===== src/rtl/param_up_down_counter_if.sv =====
// Control/status bundle for param_up_down_counter.
// The master drives the count controls; the slave (the counter) returns
// the count and its event flags.
interface param_up_down_counter_if #(
    parameter int WIDTH = 8
);
    logic             clr;
    logic             load;
    logic [WIDTH-1:0] load_val;
    logic             enable;
    logic             up_down;
    logic [WIDTH-1:0] count;
    logic             tc;
    logic             ovf;
    logic             unf;
    logic             err_sticky;

    modport master (
        output clr, load, load_val, enable, up_down,
        input  count, tc, ovf, unf, err_sticky
    );

    modport slave (
        input  clr, load, load_val, enable, up_down,
        output count, tc, ovf, unf, err_sticky
    );
endinterface


===== src/rtl/param_up_down_counter.sv =====
// Parameterised up/down counter with a programmable terminal value,
// wrap or saturate behaviour at both ends, one-cycle overflow/underflow
// pulses and a sticky error flag.
// Per-edge priority: clr > load > enable > hold.
module param_up_down_counter #(
    parameter int               WIDTH    = 8,
    parameter logic [WIDTH-1:0] MAX_VAL  = {WIDTH{1'b1}},
    parameter bit               SATURATE = 1'b0
) (
    input  logic                         clk,
    input  logic                         rst_n,
    param_up_down_counter_if.slave       bus
);

    logic [WIDTH-1:0] count_q, count_d;
    logic             ovf_q, ovf_d;
    logic             unf_q, unf_d;
    logic             err_q, err_d;
    logic             at_max;
    logic             at_zero;

    // Loaded values above the terminal count are pulled down to it so the
    // count can never leave 0..MAX_VAL.
    function automatic logic [WIDTH-1:0] clamp_load(input logic [WIDTH-1:0] v);
        return (v > MAX_VAL) ? MAX_VAL : v;
    endfunction

    assign at_max  = (count_q == MAX_VAL);
    assign at_zero = (count_q == '0);

    // Next-state: priority chain plus boundary handling for each direction.
    always_comb begin
        count_d = count_q;
        ovf_d   = 1'b0;
        unf_d   = 1'b0;
        err_d   = err_q;
        if (bus.clr) begin
            count_d = '0;
            err_d   = 1'b0;
        end else if (bus.load) begin
            count_d = clamp_load(bus.load_val);
        end else if (bus.enable) begin
            if (bus.up_down) begin
                if (at_max) begin
                    ovf_d   = 1'b1;
                    err_d   = 1'b1;
                    count_d = SATURATE ? MAX_VAL : '0;
                end else begin
                    count_d = count_q + 1'b1;
                end
            end else begin
                if (at_zero) begin
                    unf_d   = 1'b1;
                    err_d   = 1'b1;
                    count_d = SATURATE ? '0 : MAX_VAL;
                end else begin
                    count_d = count_q - 1'b1;
                end
            end
        end
    end

    // State registers; reset clears everything immediately, independent of clk.
    always_ff @(posedge clk or negedge rst_n) begin
        if (!rst_n) begin
            count_q <= '0;
            ovf_q   <= 1'b0;
            unf_q   <= 1'b0;
            err_q   <= 1'b0;
        end else begin
            count_q <= count_d;
            ovf_q   <= ovf_d;
            unf_q   <= unf_d;
            err_q   <= err_d;
        end
    end

    // Terminal count looks at the live inputs: it warns that the coming
    // enabled step will cross a boundary, and is masked by clr/load.
    assign bus.tc = bus.enable & ~bus.clr & ~bus.load &
                    ((bus.up_down & at_max) | (~bus.up_down & at_zero));

    assign bus.count      = count_q;
    assign bus.ovf        = ovf_q;
    assign bus.unf        = unf_q;
    assign bus.err_sticky = err_q;

endmodule


===== src/flat_wrapper.sv =====
// flat-port wrapper written by rule: the top's interface ports become plain ports
module param_up_down_counter_flat 
#(
    parameter int               WIDTH    = 8,
    parameter logic [WIDTH-1:0] MAX_VAL  = {WIDTH{1'b1}},
    parameter bit               SATURATE = 1'b0
)
  (clk, rst_n, bus_clr, bus_load, bus_load_val, bus_enable, bus_up_down, bus_count, bus_tc, bus_ovf, bus_unf, bus_err_sticky);
  param_up_down_counter_if #(.WIDTH(WIDTH)) bus_i ();
  input  logic clk;
  input  logic rst_n;
  input wire logic [$bits(bus_i.clr)-1:0] bus_clr;
  input wire logic [$bits(bus_i.load)-1:0] bus_load;
  input wire logic [$bits(bus_i.load_val)-1:0] bus_load_val;
  input wire logic [$bits(bus_i.enable)-1:0] bus_enable;
  input wire logic [$bits(bus_i.up_down)-1:0] bus_up_down;
  output wire logic [$bits(bus_i.count)-1:0] bus_count;
  output wire logic [$bits(bus_i.tc)-1:0] bus_tc;
  output wire logic [$bits(bus_i.ovf)-1:0] bus_ovf;
  output wire logic [$bits(bus_i.unf)-1:0] bus_unf;
  output wire logic [$bits(bus_i.err_sticky)-1:0] bus_err_sticky;
  assign bus_i.clr = bus_clr;
  assign bus_i.load = bus_load;
  assign bus_i.load_val = bus_load_val;
  assign bus_i.enable = bus_enable;
  assign bus_i.up_down = bus_up_down;
  assign bus_count = bus_i.count;
  assign bus_tc = bus_i.tc;
  assign bus_ovf = bus_i.ovf;
  assign bus_unf = bus_i.unf;
  assign bus_err_sticky = bus_i.err_sticky;
  param_up_down_counter #(.WIDTH(WIDTH), .MAX_VAL(MAX_VAL), .SATURATE(SATURATE)) u_core (.clk(clk), .rst_n(rst_n), .bus(bus_i));
endmodule

===== config.mk =====
export PLATFORM = sky130hd
export DESIGN_NAME = param_up_down_counter_flat
export DESIGN_NICKNAME = d
export VERILOG_FILES = /design/src/rtl/param_up_down_counter_if.sv /design/src/rtl/param_up_down_counter.sv /design/src/flat_wrapper.sv
export SDC_FILE = /design/constraint.sdc
export NUM_CORES = 1
export LEC_CHECK = 0
export CELL_PAD_IN_SITES_DETAIL_PLACEMENT = 0
export CELL_PAD_IN_SITES_GLOBAL_PLACEMENT = 2
export CORE_UTILIZATION = 35
export CTS_CLUSTER_DIAMETER = 30
export DETAILED_ROUTE_END_ITERATION = 10
export DONT_BUFFER_PORTS = 1
export MAX_ROUTING_LAYER = met4
export PLACE_DENSITY = 0.73
export SYNTH_ARGS = -nofsm -noshare
export SYNTH_HDL_FRONTEND = slang
export SYNTH_SLANG_ARGS = --single-unit

===== constraint.sdc =====
create_clock -name clk -period 2.2 [get_ports clk]
set_input_delay 0.11 -clock clk [delete_from_list [all_inputs] [get_ports clk]]
set_output_delay 0.11 -clock clk [all_outputs]
set_load 0.02 [all_outputs]

==> Yosys cells after proc, flatten, opt, wreduce, memory -nomap -nowiden <==
Index checks and enable logic that the tools add are counted.
{ "totals": {"in_bits": 14, "out_inout_bits": 12, "word_cells": 47, "ff_bits": 11} }
{ "classes": {"n_eq_ne": 3, "n_bitwise": 9, "n_lt_le_gt_ge": 1, "muxes": 23, "addsub": 2, "reduce_logical": 5} }
{ "ops": {"columns": ["op", "n"], "rows": [
  ["8-bit 2-to-1 mux", 7],
  ["1-bit 2-to-1 mux", 16],
  ["8-bit by 1-bit adder with 8-bit output, second input constant", 1],
  ["8-bit == test, second input constant", 1],
  ["8-bit > comparator, second input constant", 1],
  ["8-bit zero test", 1],
  ["8-bit by 1-bit subtractor with 8-bit output, second input constant", 1],
  ["3-bit nonzero test", 2],
  ["1-bit AND", 5],
  ["4-bit AND reduction", 1],
  ["3-bit by 2-bit != test with 1-bit output, second input constant", 1],
  ["1-bit NOT", 3],
  ["2-bit != test, second input constant", 1],
  ["2-bit nonzero test", 1],
  ["1-bit bitwise OR", 1]
]} }

==> Longest topological paths before layout <==
Gate-level depths: netlist (run 1).
{ "depth": {"word_depth": 6, "mapped_depth": 7, "mapped_depth_nobuf": 6} }

==> Worst setup path after synthesis (run 1) <==
Ideal clock, no wire load.
{ "synth_path": {"path_type": "reg-to-reg", "from": "reg u_core.count_q[0], in the netlist u_core.bus.count[0]", "to": "reg u_core.count_q[2], in the netlist u_core.bus.count[2]", "path_buffers": 1, "setup_time_ns": 0.074, "path_stages_with_launch": 8, "setup_slack_ns": 0.129, "synth_period_minus_slack_ns": 2.071, "t_arrival_ns": 1.997, "required_ns": 2.126, "path_cell_list": "dfrtp_1 > clkbuf_1 > inv_1 > ha_1 > mux2_2 > and3_1 > a2111o_1 > a21oi_2"} }
{ "synth_via": {"elab_chain_cells": 6, "elab_cells_between_ends": 10, "cone_classes": "2 x add/sub; 1 x eq/ne; 6 x mux; 1 x reduce/logical"} }
{ "synth_rtl": {"columns": ["element", "line", "text"], "rows": [
  ["start, declared", "param_up_down_counter.sv:15", "logic [WIDTH-1:0] count_q, count_d;"],
  ["start signal, assigned", "param_up_down_counter.sv:71", "count_q <= count_d;"],
  ["8-bit by 1-bit subtractor with 8-bit output, or another cell as far along", "param_up_down_counter.sv:57", "count_d = count_q - 1'b1;"],
  ["8-bit 2-to-1 mux, on equally long branches", "param_up_down_counter.sv:52, param_up_down_counter.sv:44", null],
  ["8-bit 2-to-1 mux *", "param_up_down_counter.sv:43", "if (bus.up_down) begin"],
  ["8-bit 2-to-1 mux *", "param_up_down_counter.sv:42", "end else if (bus.enable) begin"],
  ["8-bit 2-to-1 mux *", "param_up_down_counter.sv:40", "end else if (bus.load) begin"],
  ["8-bit 2-to-1 mux *", "param_up_down_counter.sv:37", "if (bus.clr) begin"]
]} }
Mark *: on every way between the ends. The rest lies on a longest branch, timed or not. The select of a mux whose other input is x is not followed.
A chain may end at the register's enable or synchronous reset.

==> Final worst setup path (run 1) <==
{ "layout_path": {"from": "reg u_core.count_q[3], in the netlist u_core.bus.count[3]", "to": "reg u_core.count_q[0], in the netlist u_core.bus.count[0]"} }
{ "layout_via": {"elab_chain_cells": 6, "elab_cells_between_ends": 8, "cone_classes": "1 x eq/ne; 6 x mux; 1 x reduce/logical"} }
{ "layout_rtl": {"columns": ["element", "line"], "rows": [
  ["8-bit == test / 8-bit zero test (equally long branches)", "param_up_down_counter.sv:28, param_up_down_counter.sv:29"],
  ["8-bit 2-to-1 mux, on equally long branches", "param_up_down_counter.sv:44, param_up_down_counter.sv:52"],
  ["8-bit 2-to-1 mux *", "param_up_down_counter.sv:43"],
  ["8-bit 2-to-1 mux *", "param_up_down_counter.sv:42"],
  ["8-bit 2-to-1 mux *", "param_up_down_counter.sv:40"],
  ["8-bit 2-to-1 mux *", "param_up_down_counter.sv:37"]
]} }
Marked as above.

==> results of run 1 <==
cell type report:
type | instances | area, µm² | share of cell area [%]
multi-input combinational | 83 | 589 | 54.0
inverter | 9 | 33.8 | 3.10
sequential | 11 | 277 | 25.3
clock buffer | 4 | 26.3 | 2.41
tap | 30 | 37.5 | 3.44
timing repair buffer | 15 | 128 | 11.7
stage by stage:
stage	utilization (%)	power, µW	instances
finish	43.3	564	152
floorplan	-	372	113
detailed placement	39.1	395	140
global route	43.3	598	152
CTS	42.5	558	150
global placement	39.1	394	140
worst max path at each step:
| stage | from | to | slack [ns] | cells past startpoint |
|---|---|---|---|---|
| 2_1_floorplan | u_core.bus.count[0] | u_core.bus.count[2] | 0.13 | 7 |
| 3_3_place_gp | u_core.bus.count[3] | u_core.bus.count[7] | 0.34 | 4 |
| 3_5_place_dp | u_core.bus.count[3] | u_core.bus.count[6] | 0.33 | 4 |
| 4_1_cts | u_core.bus.count[3] | u_core.bus.count[0] | 0.06 | 5 |
| 5_1_grt | u_core.bus.count[0] | u_core.bus.count[0] | 0.02 | 6 |
| 6_report | u_core.bus.count[3] | u_core.bus.count[0] | 0.15 | 5 |
flip-flops by register name (all words and copies together) (netlist names):
| name | cells |
|---|---|
| u_core.bus.err_sticky | 1 |
| u_core.bus.count | 8 |
| u_core.bus.ovf | 1 |
| u_core.bus.unf | 1 |
worst max-delay path: stages (launching register included):
cell and delay [ns]:
sky130_fd_sc_hd__dfrtp_2 0.49, sky130_fd_sc_hd__nor4_4 0.44, sky130_fd_sc_hd__nand4b_4 0.18, sky130_fd_sc_hd__o211ai_1 0.14
sky130_fd_sc_hd__o311a_1 0.19, sky130_fd_sc_hd__dlygate4sd3_1 0.54
layer usage:
| metal | wire length [µm] | track usage [%] |
|---|---|---|
| met3 | 124 | 3.67 |
| met2 | 1270 | 34.2 |
| met1 | 1260 | 26.8 |
| met4 | 48 | 10.1 |
| met5 | 0 | - |
timing repair:
action,4_1_cts,5_1_grt
hold buffers,6,0
buffers inserted,0,2
resized for setup,0,2
setup endpoints to repair,0,1
hold endpoints to repair,19,0
where the power goes:
group / leakage [µW] / internal (µW) / total (µW) / switching [µW]
sequential: 0.000145 / 214 / 242 / 27.7
combinational: 0.000287 / 82.5 / 175 / 92.8
clock: 0.0000150 / 70.3 / 147 / 76.2
total: 0.000447 / 367 / 564 / 197
cells by family after synthesis:
| logic type | after synthesis | synth area share [%] |
|---|---|---|
| simple gates | 39 | 26.4 |
| compound gates | 35 | 25.9 |
| buf+inv | 19 | 8.62 |
| flops | 11 | 29.2 |
| xor+xnor | 4 | 3.71 |
| fa+ha+maj | 3 | 3.98 |
| mux | 2 | 2.25 |
cell usage in the layout, fill, tap and decap left out, types with 2 or more instances in the layout:
master / n
sky130_fd_sc_hd__a211oi_1: 2
sky130_fd_sc_hd__nand3_1: 6
sky130_fd_sc_hd__buf_4: 9
sky130_fd_sc_hd__nor2b_1: 3
sky130_fd_sc_hd__nand4_1: 2
sky130_fd_sc_hd__o211ai_1: 2
sky130_fd_sc_hd__inv_1: 9
sky130_fd_sc_hd__xnor2_1: 2
sky130_fd_sc_hd__nor3b_1: 4
sky130_fd_sc_hd__dlygate4sd3_1: 6
sky130_fd_sc_hd__ha_1: 3
sky130_fd_sc_hd__o21ai_0: 5
sky130_fd_sc_hd__xor2_1: 2
sky130_fd_sc_hd__clkbuf_4: 3
sky130_fd_sc_hd__nand2_1: 3
sky130_fd_sc_hd__a21oi_1: 10
sky130_fd_sc_hd__nor2_1: 9
sky130_fd_sc_hd__dfrtp_1: 10
sky130_fd_sc_hd__nor4_1: 2
sky130_fd_sc_hd__or3_1: 2
==> impl_summary.log, run 1 <==
INFO  metric min_period = 2.05 ns
INFO  metric core.rowCount = 18
INFO  metric synthFlopType = sky130_fd_sc_hd__dfrtp_1
INFO  metric timing.final.crit_share = 93.1%
INFO  metric syn_area = about 940 µm²
INFO  metric fmax = 488 MHz
INFO  metric finalHoldWorstSlack = 0.00682 ns
INFO  metric synth_top_cell_by_area = sky130_fd_sc_hd__dfrtp_1
INFO  metric min-delay-start = bus_load
INFO  metric synth.distinct_cells = 45
INFO  metric grt_first_pass_wirelength = 4.12 mm
INFO  metric clock_sink_count = 11
INFO  metric synth-edff-count = 0
INFO  metric cts.root.buffer_cell = sky130_fd_sc_hd__clkbuf_4
INFO  metric hold-path-endpoint = u_core.bus.count[2]
INFO  metric portBuffers = 0
INFO  metric synth_nets = 130
INFO  metric syn-mean-instance-area = 8.35 µm²
INFO  metric arrival = approximately 2.3 ns
INFO  metric yosys.area.top_type_share = 29.2%
INFO  metric synthTopCellsByArea = sky130_fd_sc_hd__dfrtp_1 (29%), sky130_fd_sc_hd__a21oi_1 (5.3%), sky130_fd_sc_hd__ha_1 (4.0%)
INFO  metric final_net_count = 140
INFO  metric wl = 2.71 mm
INFO  metric layout_setup_ws = 0.152 ns
INFO  metric synthCells = 113
INFO  metric leakage = between 0.0004 and 0.0005 µW
INFO  metric detailedPlace.worstSlack = 0.332 ns
INFO  metric cts.clk_slew.worst_paths = 0.08 ns
INFO  metric insertion_delay = 0.28 ns
INFO  metric core_area = 2520 µm²
INFO  metric number_of_buffers_created_by_cts = 3
INFO  metric first_pass_iters = 4
INFO  metric worstReg2RegStart = u_core.bus.count[3]
INFO  metric fp.dieArea = between 2000 and 3000 µm²
INFO  metric most_common_cell_in_the_netlist = sky130_fd_sc_hd__dfrtp_1
INFO  metric cts_max_path_buffers = 2
INFO  metric gr-usage-all-layers = 21.7%
INFO  metric synthToLayoutAreaGrowth = 15.7%
INFO  metric synth-seq-area-share = 29.2%
INFO  metric hpwl_after_detailed_placement = 1.81 mm
INFO  metric antenna_violations_before_repair = 0
INFO  metric finalSetupViolations = 0
INFO  metric ys_seq_elements = 11
INFO  metric worstHoldPathCells = 2
INFO  metric vdd_drop_max = 0.235 mV
INFO  metric timing_worst_setup_path_type = flop to flop
INFO  metric detailedRoute.firstIterationViolations = 24
INFO  metric hold_viol_final = 0
INFO  metric crit_path_max_fanout = 9
INFO  metric setup_repair_after_global_routing_missed_its_margin = false
INFO  metric synth.yosys.warnings = 0
INFO  metric cts_max_level = 1
INFO  metric ant_nets = 0
INFO  metric grt_start_max_net_pins = 19
INFO  metric boundaryPins = 26
INFO  metric fin_worst_skew = 0.00283 ns
INFO  metric worstMarginPinSlew = 0.567 ns
INFO  metric filler_cell_count = 256
INFO  metric slew_headroom = 62.1%
INFO  metric class_of_the_tightest_hold_or_removal_check = input pin to flop
INFO  metric worst_r2r_endpoint = u_core.bus.count[0]
INFO  metric asyncSetResetFlopFracSynth = 100%
INFO  metric power.density_cell_area = a little over 500 nW/µm²
INFO  metric r2r_setup_slack = 0.15 ns
INFO  metric initial_utilization = between 30% and 40%
INFO  metric n_antenna_cell = 0
INFO  metric synth_common_cells = sky130_fd_sc_hd__dfrtp_1 (11), sky130_fd_sc_hd__a21oi_1 (10), sky130_fd_sc_hd__nor2_1 (10)
INFO  metric worst-r2r-cell-count = 5
INFO  metric vias_per_cell = just under 6
INFO  metric cp-start-kind = flop
INFO  metric gp_congestion = around 0.74
INFO  metric run_status = finished clean
INFO  metric dr_total_vias = 907
INFO  metric worst_ep_required_time = ~2.4 ns
INFO  metric overflow = 0
INFO  metric crit_path_end_kind = flop
INFO  metric cts_tree = built
INFO  metric drt_drc_violations_left = 0
INFO  metric post_route_cells_drive_above_1_share = roughly 16%
INFO  metric total_negative_setup_slacks = 0 ns
INFO  metric detail_route.wl_per_cell = 17.8 µm
INFO  metric drv.max_cap_violation_count = 0
INFO  metric final-max-slew-violation-count = 0
INFO  metric die-height = 53.9 µm
INFO  metric grt_pass1_vias = 828
INFO  metric postPlaceCellArea = 986 µm²
INFO  metric fp.dieW = between 50 and 60 µm
INFO  metric layout.cell_area.non_filler = 1090 µm²
Power figures use the tool's default switching activity.
==> run 2, diff against run 1 <==
--- a/config.mk
+++ b/config.mk
@@ -13,6 +13,7 @@
 export DONT_BUFFER_PORTS = 1
 export MAX_ROUTING_LAYER = met4
 export PLACE_DENSITY = 0.73
+export REMOVE_ABC_BUFFERS = 1
 export SYNTH_ARGS = -nofsm -noshare
 export SYNTH_HDL_FRONTEND = slang
 export SYNTH_SLANG_ARGS = --single-unit
==> run 2 against run 1 <==
- fmax increased by 0.79%
- sequential share of layout area is 0.57 points higher
- flip-flop and latch count unchanged
- global-route usage shrank 0.25 points
- clock power shrank 4%
- cell area down 2.6%
- sequential power is essentially flat
- combinational power decreased by 5%
- total power down 3.2%
- register-to-register slack better by 0.23 ns
- cell count decreased by 2.0%
- largest cell class unchanged
==> impl_summary.log, run 2 (same netlist as run 1, synthesis figures left out) <==
INFO  metric timing.critical_path.buf_inv = 3
INFO  metric detailedPlace.worstSlack = 0.411 ns
INFO  metric layout_setup_ws = approximately 0.17 ns
INFO  metric clock_sink_count = 11
INFO  metric slew_headroom = 64.4%
INFO  metric internal_power = about 360 µW
INFO  metric crit_path_max_fanout = 8
INFO  metric final-max-slew-violation-count = 0
INFO  metric netSwitchingFraction = 34.5%
INFO  metric finalSetupViolations = 0
INFO  metric worstHoldPathCells = 2
INFO  metric boundaryPins = 26
INFO  metric overflow = 0
INFO  metric number_of_buffers_created_by_cts = 3
INFO  metric dr_total_vias = ~860
INFO  metric wl = 2.54 mm
INFO  metric cts_max_level = 1
INFO  metric power.switching = about 190 µW
INFO  metric cts.clk_slew.worst_paths = 0.07 ns
INFO  metric worst-r2r-cell-count = 6
INFO  metric core.rowCount = 18
INFO  metric commonest_non_fill_non_tap_cell_in_the_layout = sky130_fd_sc_hd__dfrtp_1
INFO  metric layout_utilization = 42.1%
INFO  metric fmax = 492 MHz
INFO  metric cts.root.buffer_cell = sky130_fd_sc_hd__clkbuf_4
INFO  metric post_route_cells_drive_above_1_share = between 10 and 15%
INFO  metric detail_route.wl_per_cell = around 17 µm
INFO  metric arrival = 1.92 ns
INFO  metric run_status = finished clean
INFO  metric drt_drc_violations_left = 0
INFO  metric seq_power_share = a little over two fifths
INFO  metric first_pass_iters = 4
INFO  metric min_period = slightly above 2 ns
INFO  metric crit_path_end_kind = primary output
INFO  metric worstMarginPinSlew = 0.533 ns
INFO  metric ant_nets = 0
INFO  metric cts_tree = built
INFO  metric power.density_cell_area = 514 nW/µm²
INFO  metric flip_flop_count_of_the_largest_register_after_layout = 8
INFO  metric cts_hold_buf = 5
INFO  metric synthToLayoutAreaGrowth = 12.6%
INFO  metric antenna_violations_before_repair = 0
INFO  metric worst_path_max_delay_cell = sky130_fd_sc_hd__dfrtp_1
INFO  metric worstSetupPathDepth = 6
INFO  metric leakage = 0.000433 µW
INFO  metric cts_setup_buffers = 0
INFO  metric insertion_delay = about 0.26 ns
INFO  metric power_frac_comb = slightly above 30%
INFO  metric vdd_drop_max = roughly 0.35 mV
INFO  metric fin_worst_skew = between 0.003 and 0.004 ns
INFO  metric cp_top_family = simple AND/OR/NAND/NOR gates
INFO  metric gr-usage-all-layers = approximately 21%
INFO  metric most_frequent_cells_in_the_layout = sky130_fd_sc_hd__dfrtp_1 (11), sky130_fd_sc_hd__nor2_1 (10), sky130_fd_sc_hd__a21oi_1 (10)
INFO  metric grt_pass1_vias = 796
INFO  metric core_area = 2520 µm²
INFO  metric timing_worst_setup_path_type = flop to primary output
INFO  metric initial_utilization = 37.4%
INFO  metric hold_viol_final = 0
INFO  metric fp.dieArea = approximately 2900 µm²
INFO  metric ctsResizeCount = 0
INFO  metric timing.final.crit_share = 92.4%
INFO  metric cts_max_path_buffers = 2
INFO  metric worst_ep_required_time = 2.09 ns
INFO  metric grt_start_max_net_pins = 19
INFO  metric hpwl_after_detailed_placement = 1.80 mm
INFO  metric share_clk_of_total_power = ~26%
INFO  metric drv.max_cap_violation_count = 0
INFO  metric class_of_the_tightest_hold_or_removal_check = input pin to flop
INFO  metric crit_path_cell_trace = buf_4 -> nand4_1 -> nor2_1 -> inv_1 -> a21oi_1 -> buf_4
INFO  metric portBuffers = 0
INFO  metric setup_repair_after_global_routing_missed_its_margin = false
INFO  metric n_antenna_cell = 0
INFO  metric cp_slowest_stage_delay = 0.41 ns
INFO  metric finalHoldWorstSlack = 0.0193 ns
INFO  metric critPathMostFrequentCell = sky130_fd_sc_hd__buf_4
INFO  metric final_net_count = around 140
INFO  metric total_negative_setup_slacks = 0 ns
INFO  metric cp-start-kind = flop
INFO  metric gp_congestion = roughly 0.77
INFO  metric vias_per_cell = between 5 and 6
INFO  metric fp.dieW = 53.9 µm
INFO  metric detailedRoute.firstIterationViolations = 13
INFO  metric grt_first_pass_wirelength = 4.17 mm
INFO  metric die-height = 53.9 µm
==> run 2: cell count changes in the layout (fill, tap and decap cells not counted) <==
cell and change:
sky130_fd_sc_hd__buf_4 -2, sky130_fd_sc_hd__dfrtp_1 +1, sky130_fd_sc_hd__dfrtp_2 -1, sky130_fd_sc_hd__dlygate4sd3_1 -1
sky130_fd_sc_hd__nor2_1 +1, sky130_fd_sc_hd__nor2_2 -1
==> run 2: routing by layer <==
metal	global-route usage (%)	routed length [µm]
met1	28.5	1260
met2	32.5	1150
met4	6.58	21
met3	4.24	108
met5	-	0
==> run 2: per-stage QoR <==
step	cell area (µm²)	std cells	total power, µW
after floorplan	896	103	355
after global placement	986	140	395
after detailed placement	986	140	395
after CTS	1060	149	554
after global routing	1060	149	590
final	1060	149	546
==> run 2: worst paths after layout <==
kind,to,start,slack (ns)
max in group asynchronous,u_core.bus.err_sticky,rst_n,1.59
min in group asynchronous,u_core.bus.count[1],rst_n,0.26
hold / removal,u_core.bus.count[2],bus_load,0.02
hold reg to reg,u_core.bus.count[0],u_core.bus.count[0],0.62
setup reg to reg,u_core.bus.count[2],u_core.bus.count[0],0.38
setup / recovery,bus_tc,u_core.bus.count[4],0.17
==> run 2: cell type report <==
type                       count  area, µm²
fill                         265       1460
multi-input combinational     83        587
sequential                    11        275
timing repair buffer          12        103
tap                           30       37.5
inverter                       9       33.8
clock buffer                   4       26.3
==> run 2: power by group through the flow <==
stage	logic [µW]	clock network, µW	registers, µW
after floorplan	97.7	0	257
after global placement	152	0	243
after detailed placement	151	0	244
after CTS	167	147	239
after global routing	184	163	242
final	166	141	239
==> run 2: worst reg2reg max path, stage by stage, from the launching register on <==
cell                       delay [ns]
sky130_fd_sc_hd__dfrtp_1         0.42
sky130_fd_sc_hd__inv_1           0.10
sky130_fd_sc_hd__ha_1            0.25
sky130_fd_sc_hd__mux2_2          0.28
sky130_fd_sc_hd__and3_1          0.18
sky130_fd_sc_hd__a2111o_1        0.39
sky130_fd_sc_hd__a21oi_2         0.14
